`src/rtl/jg_bus_decode.sv`:
```
// ---------------------------------------------------------------------------
// jg_bus_decode
//
// Z80 (T80) bus decoder for Kiwako-class cores. Decodes memory regions from
// base/mask parameters with priority (index 0 wins), inserts per-region wait
// states through WAIT_n, generates one-clock I/O write strobes, keeps the
// flip latch and records the first unmapped access for debug.
//
// Ports
//   clk         in   system clock, all state on rising edge
//   reset_n     in   asynchronous active-low reset
//   cpu_ab      in   CPU address
//   cpu_do      in   CPU write data
//   cpu_mreq    in   memory request (active high)
//   cpu_iorq    in   I/O request (active high)
//   cpu_m1      in   M1 (active high)
//   cpu_rd      in   read (active high)
//   cpu_wr      in   write (active high)
//   cpu_wait_n  out  CPU wait, low stretches the cycle
//   mem_cs      out  one-hot region select (combinational)
//   io_rd_cs    out  port read select (combinational level)
//   io_wr_stb   out  port write strobe (registered, one clock wide)
//   flip        out  flip latch
//   unmap_clr   in   clears the unmapped capture
//   unmap_flag  out  sticky unmapped-access flag
//   unmap_addr  out  address of the first unmapped access
//   unmap_io    out  captured access was I/O
//   dbg_state   out  wait FSM state (0 IDLE, 1 WAIT, 2 HOLD)
//
// Handshake: an access is a level on mreq/iorq qualified by rd/wr. An access
// "starts" in the first clock its qualified level is seen (level high, the
// registered copy low); every per-access action keys off that start, so a
// held access is acted on once and the next one needs the level to drop.
// ---------------------------------------------------------------------------
module jg_bus_decode #(
    parameter int                   NREG     = 5,
    parameter logic [NREG*16-1:0]   REG_BASE = {16'hE400, 16'hE000, 16'hA000, 16'h8000, 16'h0000},
    parameter logic [NREG*16-1:0]   REG_MASK = {16'hFC00, 16'hFC00, 16'hF800, 16'hF800, 16'h8000},
    parameter int                   WS_W     = 3,
    parameter logic [NREG*WS_W-1:0] REG_WS   = '0,
    parameter int                   NPORT    = 4,
    parameter int                   FLIP_BIT = 1
) (
    input  logic             clk,
    input  logic             reset_n,
    input  logic [15:0]      cpu_ab,
    input  logic [7:0]       cpu_do,
    input  logic             cpu_mreq,
    input  logic             cpu_iorq,
    input  logic             cpu_m1,
    input  logic             cpu_rd,
    input  logic             cpu_wr,
    output logic             cpu_wait_n,
    output logic [NREG-1:0]  mem_cs,
    output logic [NPORT-1:0] io_rd_cs,
    output logic [NPORT-1:0] io_wr_stb,
    output logic             flip,
    input  logic             unmap_clr,
    output logic             unmap_flag,
    output logic [15:0]      unmap_addr,
    output logic             unmap_io,
    output logic [1:0]       dbg_state
);

    typedef enum logic [1:0] {
        ST_IDLE = 2'd0,
        ST_WAIT = 2'd1,
        ST_HOLD = 2'd2
    } state_t;

    localparam logic [8:0] NPORT_L = 9'(NPORT);

    // Access qualification
    logic w_mem_act;
    logic w_io_act;
    logic w_mem_start;
    logic w_io_start;

    // Region decode
    logic [NREG-1:0] w_hit;
    logic [NREG-1:0] w_sel;
    logic [WS_W-1:0] w_sel_ws;
    logic            w_found;

    // Port decode
    logic [NPORT-1:0] w_port_dec;
    logic             w_port_ok;

    // Unmapped detection
    logic w_mem_unmap;
    logic w_io_unmap;
    logic w_unmap_start;

    // State
    logic             r_mem_act_q;
    logic             r_io_act_q;
    state_t           r_state;
    state_t           w_state_nxt;
    logic [WS_W-1:0]  r_cnt;
    logic [WS_W-1:0]  w_cnt_nxt;
    logic [NPORT-1:0] r_io_wr_stb;
    logic             r_flip;
    logic             r_unmap_flag;
    logic [15:0]      r_unmap_addr;
    logic             r_unmap_io;

    // iorq wins over mreq; iorq together with m1 is interrupt acknowledge
    assign w_mem_act   = cpu_mreq & (cpu_rd | cpu_wr) & ~cpu_iorq;
    assign w_io_act    = cpu_iorq & ~cpu_m1 & (cpu_rd | cpu_wr);
    assign w_mem_start = w_mem_act & ~r_mem_act_q;
    assign w_io_start  = w_io_act & ~r_io_act_q;

    always_comb begin
        w_hit = '0;
        for (int i = 0; i < NREG; i++) begin
            w_hit[i] = ((cpu_ab & REG_MASK[16*i +: 16]) == REG_BASE[16*i +: 16]);
        end
    end

    // Lowest index hit wins; its wait-state count travels with the select
    always_comb begin
        w_sel    = '0;
        w_sel_ws = '0;
        w_found  = 1'b0;
        for (int i = 0; i < NREG; i++) begin
            if (w_hit[i] && !w_found) begin
                w_sel[i] = 1'b1;
                w_sel_ws = REG_WS[WS_W*i +: WS_W];
                w_found  = 1'b1;
            end
        end
    end

    assign mem_cs = w_mem_act ? w_sel : '0;

    always_comb begin
        w_port_dec = '0;
        for (int p = 0; p < NPORT; p++) begin
            w_port_dec[p] = (cpu_ab[7:0] == 8'(p));
        end
    end

    assign w_port_ok = ({1'b0, cpu_ab[7:0]} < NPORT_L);
    assign io_rd_cs  = (w_io_act & cpu_rd) ? w_port_dec : '0;

    assign w_mem_unmap   = w_mem_start & ~w_found;
    assign w_io_unmap    = w_io_start & ~w_port_ok;
    assign w_unmap_start = w_mem_unmap | w_io_unmap;

    // Wait FSM next state
    always_comb begin
        w_state_nxt = r_state;
        w_cnt_nxt   = r_cnt;
        case (r_state)
            ST_IDLE: begin
                if (w_mem_start) begin
                    if (w_sel_ws != '0) begin
                        w_state_nxt = ST_WAIT;
                        w_cnt_nxt   = w_sel_ws;
                    end else begin
                        w_state_nxt = ST_HOLD;
                    end
                end
            end
            ST_WAIT: begin
                if (!w_mem_act) begin
                    w_state_nxt = ST_IDLE;
                end else if (r_cnt <= WS_W'(1)) begin
                    w_state_nxt = ST_HOLD;
                end else begin
                    w_cnt_nxt = r_cnt - WS_W'(1);
                end
            end
            ST_HOLD: begin
                if (!w_mem_act) begin
                    w_state_nxt = ST_IDLE;
                end
            end
            default: begin
                w_state_nxt = ST_IDLE;
            end
        endcase
    end

    always_ff @(posedge clk or negedge reset_n) begin
        if (!reset_n) begin
            r_state <= ST_IDLE;
            r_cnt   <= '0;
        end else begin
            r_state <= w_state_nxt;
            r_cnt   <= w_cnt_nxt;
        end
    end

    // Derived from state so an asynchronous reset releases WAIT at once
    assign cpu_wait_n = (r_state != ST_WAIT);
    assign dbg_state  = r_state;

    always_ff @(posedge clk or negedge reset_n) begin
        if (!reset_n) begin
            r_mem_act_q <= 1'b0;
            r_io_act_q  <= 1'b0;
            r_io_wr_stb <= '0;
            r_flip      <= 1'b0;
        end else begin
            r_mem_act_q <= w_mem_act;
            r_io_act_q  <= w_io_act;
            r_io_wr_stb <= (w_io_start & cpu_wr) ? w_port_dec : '0;
            if (w_io_start && cpu_wr && w_port_dec[0]) begin
                r_flip <= cpu_do[FLIP_BIT];
            end
        end
    end

    // A new unmapped start beats a simultaneous clear
    always_ff @(posedge clk or negedge reset_n) begin
        if (!reset_n) begin
            r_unmap_flag <= 1'b0;
            r_unmap_addr <= '0;
            r_unmap_io   <= 1'b0;
        end else if (w_unmap_start && (!r_unmap_flag || unmap_clr)) begin
            r_unmap_flag <= 1'b1;
            r_unmap_addr <= cpu_ab;
            r_unmap_io   <= w_io_unmap;
        end else if (unmap_clr) begin
            r_unmap_flag <= 1'b0;
            r_unmap_addr <= '0;
            r_unmap_io   <= 1'b0;
        end
    end

    assign io_wr_stb  = r_io_wr_stb;
    assign flip       = r_flip;
    assign unmap_flag = r_unmap_flag;
    assign unmap_addr = r_unmap_addr;
    assign unmap_io   = r_unmap_io;

endmodule

```
`config.mk`:
```
export PLATFORM = sky130hd
export DESIGN_NAME = jg_bus_decode
export DESIGN_NICKNAME = d
export VERILOG_FILES = /design/src/rtl/jg_bus_decode.sv
export SDC_FILE = /design/constraint.sdc
export NUM_CORES = 1
export LEC_CHECK = 0
export ABC_AREA = 1
export CORE_UTILIZATION = 39
export CTS_CLUSTER_DIAMETER = 80
export DETAILED_ROUTE_END_ITERATION = 7
export GPL_TIMING_DRIVEN = 0
export PLACE_DENSITY = 0.87
export SYNTH_ARGS = -nofsm -noshare
export SYNTH_HDL_FRONTEND = slang
export SYNTH_SLANG_ARGS = --single-unit
```
`constraint.sdc`:
```
create_clock -name clk -period 1.5 [get_ports clk]
set_input_delay 0.15 -clock clk [delete_from_list [all_inputs] [get_ports clk]]
set_output_delay 0.15 -clock clk [all_outputs]
set_load 0.03 [all_outputs]
```
Word level (Yosys, flattened, before mapping)

Cells that the tools add are included.

Register bits: 30
Latch bits: 0
Memory bits (writable): 0
ROM bits: 0
Input bits: 32
Output and inout port bits: 35
Word-level logic and storage cells: 85
Memories: 0

$add $sub $neg: 1
Multipliers: 0
Div/mod/pow operators: 0
Order comparisons: 2
Equality and inequality tests: 13
Shifts and indexed selects: 0
Muxes and demuxes: 22
Bitwise operators: 19
Reduce and logical (&&, ||, !) cells: 19

Operator list:

| operator                                                                         | count |
|---|---|
| 16-bit 2-to-1 mux                                                                | 2 |
| 8-bit by 2-bit equality test with 1-bit output, second input constant            | 2 |
| 16-bit zero test                                                                 | 1 |
| 6-bit equality test, second input constant                                       | 2 |
| 1-bit 2-to-1 mux                                                                 | 12 |
| 1-bit bitwise AND                                                                | 10 |
| 5-bit equality test, second input constant                                       | 2 |
| 8-bit by 1-bit equality test with 1-bit output, second input constant            | 1 |
| 8-bit zero test                                                                  | 1 |
| 8-bit by 3-bit < comparator with 1-bit output, second input constant             | 1 |
| 2-bit 2-to-1 mux                                                                 | 4 |
| 4-bit 2-to-1 mux                                                                 | 2 |
| 1-bit logical AND                                                                | 7 |
| 1-bit NOT                                                                        | 7 |
| 2-bit case mux with 3 select lines                                               | 1 |
| 3-bit AND reduction                                                              | 2 |
| 1-bit zero test                                                                  | 5 |
| 5-bit 2-to-1 mux                                                                 | 1 |
| 2-bit inequality test, second input constant                                     | 2 |
| 3-bit by 1-bit less-or-equal comparator with 1-bit output, second input constant | 1 |
| 3-bit inequality test, second input constant                                     | 1 |
| 3-bit by 1-bit subtractor with 3-bit output, second input constant               | 1 |
| 2-bit by 1-bit equality test with 1-bit output, second input constant            | 1 |
| 2-bit equality test, second input constant                                       | 1 |
| 5 further kinds                                                                  | 6 |

Depth between registers and ports, before layout

Word-level depth: 19
Gate-level depth with buffers: 10
Depth with buffers taken out: 9

Worst setup path before layout

No wires, ideal clock.

Path kind: input -> output
Start point: input port cpu_rd
End point: output port io_rd_cs[0]
Data arrival time: 1.414 ns
Setup slack: -0.064 ns
Stages: 6
Buffers on the path: 0
Cell sequence: inv_1 -> nand2_2 -> nand3_2 -> inv_1 -> nand2_1 -> nor4_1

Cells in the longest elaborated chain, start to end: 4

Ends and longest elaborated chain:

| element            | line | source |
|---|---|---|
| start, declared    | 51   | `input logic cpu_rd,` |
| 1-bit OR           | 109  | `assign w_io_act = cpu_iorq & ~cpu_m1 & (cpu_rd \| cpu_wr);` |
| 1-bit bitwise AND  | 109  |  |
| named net w_io_act | 75   | `logic w_io_act;` |
| 1-bit bitwise AND  | 144  | `assign io_rd_cs = (w_io_act & cpu_rd) ? w_port_dec : '0;` |
| 4-bit 2-to-1 mux   | 144  |  |
| end, declared      | 55   | `output logic [NPORT-1:0] io_rd_cs,` |

The timed path passes the listed nets, and every way through them passes these cells.

Worst setup path after layout

Start point: input port cpu_m1
End point: output port io_rd_cs[0]

Cells in the longest elaborated chain, start to end: 5

Ends and longest elaborated chain:

| element                         | line | source |
|---|---|---|
| start, declared                 | 50   | `input logic cpu_m1,` |
| 1-bit NOT                       | 109  |  |
| 1-bit bitwise AND (2 in series) | 109  |  |
| named net w_io_act              | 75   |  |
| 1-bit bitwise AND               | 144  |  |
| 4-bit 2-to-1 mux                | 144  |  |

The timed path passes the listed nets, and every way through them passes these cells.

==> impl_metrics.prom <==
# TYPE chip_impl_metric gauge
chip_impl_metric{name="layout.core_utilization",unit="%"} 64.36
chip_impl_metric{name="comb_power_share",unit="%"} 27.1
chip_impl_metric{name="die_h",unit="um"} 60.10
chip_impl_metric{name="global_route_wire_length_before_repair",unit="um"} 4974
chip_impl_info{name="main_combinational_cell_family_by_area_after_synthesis",value="simple AND/OR/NAND/NOR gates"} 1
chip_impl_metric{name="detail-route-antenna-nets",unit=""} 0
chip_impl_metric{name="sum_of_negative_setup_slack",unit="ps"} 0
chip_impl_metric{name="critical_path_peak_fanout",unit=""} 4
chip_impl_metric{name="syn_avg_cell_area",unit="um2"} 8.834
chip_impl_metric{name="dieWidth",unit="um"} 60.10
chip_impl_metric{name="total_power",unit="mW"} 1.555
chip_impl_metric{name="synthesis.instances",unit=""} 149
chip_impl_info{name="top_signal_layer_used",value="met4"} 1
chip_impl_metric{name="gp_routability_congestion",unit=""} 0.7131
chip_impl_metric{name="max-cap-violations",unit=""} 0
chip_impl_metric{name="synth_seq_cells",unit=""} 26
chip_impl_metric{name="final.setup_skew",unit="ps"} 5.468
chip_impl_metric{name="io_buffers",unit=""} 57
chip_impl_metric{name="max_freq",unit="MHz"} 698.0
chip_impl_metric{name="clk_path_buf_depth",unit=""} 2
chip_impl_metric{name="synth-compound-area-share",unit="%"} 0.3802
chip_impl_info{name="mostFrequentLayoutCells",value="nand3_1, dlygate4sd2_1, nand2_1, dfrtp_1"} 1
chip_impl_metric{name="fraction_of_power_spent_switching_nets",unit="%"} 32.18
chip_impl_metric{name="gr-usage-all-layers",unit="%"} 18.67
chip_impl_metric{name="synthAdderAreaFrac",unit="%"} 0
chip_impl_info{name="worstSetupPathType",value="in -> out"} 1
chip_impl_metric{name="worst-r2r-setup-slack",unit="ps"} 260
chip_impl_metric{name="post_synth_xor_area_fraction",unit="%"} 0
chip_impl_metric{name="syn-num-nets",unit=""} 181
chip_impl_info{name="cp-end-kind",value="primary output"} 1
chip_impl_metric{name="remaining_drc_errors",unit=""} 0
chip_impl_metric{name="dp_hpwl",unit="um"} 2199
chip_impl_info{name="cp_top_family",value="buffers and inverters"} 1
chip_impl_metric{name="design.final.nets",unit=""} 247
chip_impl_metric{name="wire_per_inst",unit="um"} 11.91
chip_impl_metric{name="drt_wl_total",unit="um"} 3073
chip_impl_metric{name="intPower",unit="mW"} 1.055
chip_impl_metric{name="pin_count",unit=""} 67
chip_impl_metric{name="met3WireLength",unit="um"} 138
chip_impl_metric{name="detailroute.wirelength.met2",unit="um"} 1602
chip_impl_metric{name="cts.htree.levels",unit=""} 1
chip_impl_metric{name="power.switching",unit="mW"} 0.5005
chip_impl_metric{name="setup_violators_final",unit=""} 0
chip_impl_info{name="cp_slowest_cell",value="clkdlybuf4s50_1"} 1
chip_impl_metric{name="placementRows",unit=""} 20
chip_impl_info{name="worstPathCellList",value="clkdlybuf4s50_1 > inv_1 > nand3_2 > inv_2 > nand2_2 > nor4_2 > buf_4"} 1
chip_impl_metric{name="worst_setup_hold_path_clk_slew",unit="ps"} 140
chip_impl_metric{name="dp_worst_setup_slack",unit="ps"} -654.7
chip_impl_metric{name="rr_worst_depth",unit=""} 7
chip_impl_metric{name="tritoncts.num_buffers",unit=""} 3
chip_impl_metric{name="clock_latency",unit="ps"} 320
chip_impl_metric{name="place_area",unit="um2"} 1948
chip_impl_info{name="run_status",value="completed"} 1
chip_impl_metric{name="power_density",unit="nW/um2"} 772.4
chip_impl_info{name="worst_r2r_startpoint",value="r_io_act_q"} 1
chip_impl_metric{name="syn_to_final_growth",unit="%"} 52.95
chip_impl_metric{name="static-leakage-power",unit="nW"} 1.197
chip_impl_metric{name="relSlewSlack",unit="%"} 22.56
chip_impl_metric{name="yosysWarnings",unit=""} 0
chip_impl_metric{name="worstPathArrival",unit="ps"} 1280
chip_impl_metric{name="via_count_of_the_first_global_routing_pass",unit=""} 1125
chip_impl_metric{name="tightestPinTransition",unit="ps"} 1158
chip_impl_metric{name="maximum_number_of_pins_on_one_net_before_global_route_repair",unit=""} 27
chip_impl_metric{name="layout_min_cycle_time",unit="ps"} 1433
chip_impl_metric{name="drive_above_1_share",unit="%"} 25.23
chip_impl_metric{name="final_cell_area",unit="um2"} 2013
chip_impl_metric{name="cts-hold-fix-buffers",unit=""} 0
chip_impl_metric{name="share_seq_of_total_power",unit="%"} 50.2
chip_impl_metric{name="mappedNetlistArea",unit="um2"} 1316
chip_impl_metric{name="avgViaCountPerCell",unit=""} 4.736
chip_impl_info{name="hp-class",value="in -> reg"} 1
chip_impl_metric{name="worst_hold_slack",unit="ps"} 100.4
chip_impl_info{name="worst_setup_path_startpoint",value="cpu_m1"} 1
chip_impl_metric{name="dpl.cell_count",unit=""} 250
chip_impl_metric{name="worst-path-buf-inv",unit=""} 4
chip_impl_info{name="critical_register_to_register_path_endpoint",value="unmap_addr[13]"} 1
chip_impl_metric{name="total_die_area",unit="um2"} 3611
chip_impl_info{name="critical_path.endpoint",value="io_rd_cs[0]"} 1
chip_impl_metric{name="initial_utilization",unit="%"} 42.08
chip_impl_metric{name="crit_cells",unit=""} 7
chip_impl_info{name="kind_of_start_point_of_the_critical_path",value="input port"} 1
chip_impl_metric{name="final-max-slew-violation-count",unit=""} 0
chip_impl_metric{name="final.setup.worst_slack",unit="ps"} 67.25
chip_impl_metric{name="worst-endpoint-required",unit="ps"} 1350
chip_impl_metric{name="synth_simple_gate_area_share",unit="%"} 40.97
chip_impl_metric{name="coreArea",unit="um2"} 3128
chip_impl_metric{name="power.clock.fraction",unit="%"} 22.6
chip_impl_metric{name="worst_path_largest_cell_delay",unit="ps"} 390
chip_impl_metric{name="diodes",unit=""} 0
chip_impl_info{name="timing.hold.worst.start",value="cpu_ab[4]"} 1
chip_impl_metric{name="synth.mux.area_fraction",unit="%"} 0
chip_impl_metric{name="first_pass_iters",unit=""} 4
chip_impl_info{name="grt_setup_unrepaired",value="true"} 1
chip_impl_metric{name="overflow",unit=""} 0
chip_impl_metric{name="violation_count_after_the_first_detailed_route_iteration",unit=""} 37
chip_impl_metric{name="synth_sequential_area_ratio",unit="%"} 49.43
chip_impl_metric{name="route.vias.total",unit=""} 1222
chip_impl_info{name="cts_tree",value="done"} 1
chip_impl_metric{name="met1_length",unit="um"} 1318
chip_impl_metric{name="post_layout_nonfiller_instances",unit=""} 258
chip_impl_metric{name="final_min_period_over_clock_period",unit="%"} 95.52
chip_impl_metric{name="grt_antenna_before_repair",unit=""} 0
chip_impl_metric{name="ir_worst_vdd",unit="mV"} 0.3168
chip_impl_info{name="clk_root_buffer_cell",value="clkbuf_4"} 1
chip_impl_metric{name="final-hold-violation-count",unit=""} 0
chip_impl_metric{name="clock_sinks",unit=""} 26
chip_impl_metric{name="ys_types",unit=""} 23
==> power groups by stage <==
stage / clock [mW] / combinational [mW] / sequential [mW]
4_1_cts: 0.368 / 0.422 / 0.781
6_report: 0.352 / 0.422 / 0.781
5_1_grt: 0.404 / 0.461 / 0.789
3_3_place_gp: 0 / 0.453 / 0.794
2_1_floorplan: 0 / 0.148 / 0.889
3_5_place_dp: 0 / 0.459 / 0.796
==> worst min-delay path: cells and delay by family <==
kind                   cells  cell delay, ps
buffers and inverters      1             100
AND/OR/NAND/NOR            2             150
==> layout make-up <==
| class | count | area [um2] |
|---|---|---|
| fillers | 299 | 1115 |
| flip-flops and latches | 26 | 650.6 |
| multi-input cells | 102 | 588.1 |
| repair buffers | 61 | 568.0 |
| plain buffers | 6 | 58.81 |
| inverters | 15 | 56.30 |
| well taps | 44 | 55.05 |
| clock buffers | 4 | 36.28 |
==> worst min path at each step <==
stage / endpoint / cells past startpoint
after global routing: unmap_addr[5] / 3
after floorplan: dbg_state[1] / 0
after detailed placement: dbg_state[1] / 1
after global placement: dbg_state[1] / 1
final: unmap_addr[4] / 3
after CTS: unmap_addr[7] / 3
==> state kept, by name, indices dropped and copies added (netlist names) <==
name,count
dbg_state,1
flip,1
unmap_io,1
r_mem_act_q,1
unmap_flag,1
io_wr_stb,4
unmap_addr,16
r_io_act_q,1
==> synth_stat cells (all sizes together) <==
cell	n	area share [%]
clkbuf	1	0.28
or2	1	0.48
inv	14	4.0
nor3	3	1.1
nand4	1	0.48
nor2	18	6.1
buf	5	4.1
nand2	32	11
a21oi	1	0.38
conb	2	0.57
nand3	42	21
clkinv	1	0.28
nor4	2	0.95
dfrtp	26	49
==> metal layers <==
layer / vias to the layer above / track usage (%)
met5: - / 0
met4: 0 / 5.980
met3: 2 / 3.247
met2: 40 / 32.38
met1: 566 / 23.40
li1: 614 / -
==> logic make-up (layout without fill, tap and decap cells) <==
kind of cell / after synthesis / in the layout
AO/OA/AOI/OAI: 1 / 1
buffers and inverters: 21 / 86
flip-flops: 26 / 26
other: 2 / 2
AND/OR/NAND/NOR: 99 / 99
==> timing repair <==
item,in CTS,in global routing
setup buffers,2,2
cloned,0,0
resized for setup,85,25
endpoints found under the setup margin,31,24
pin swaps,4,5
No activity file was read; power rests on OpenSTA's default activity.
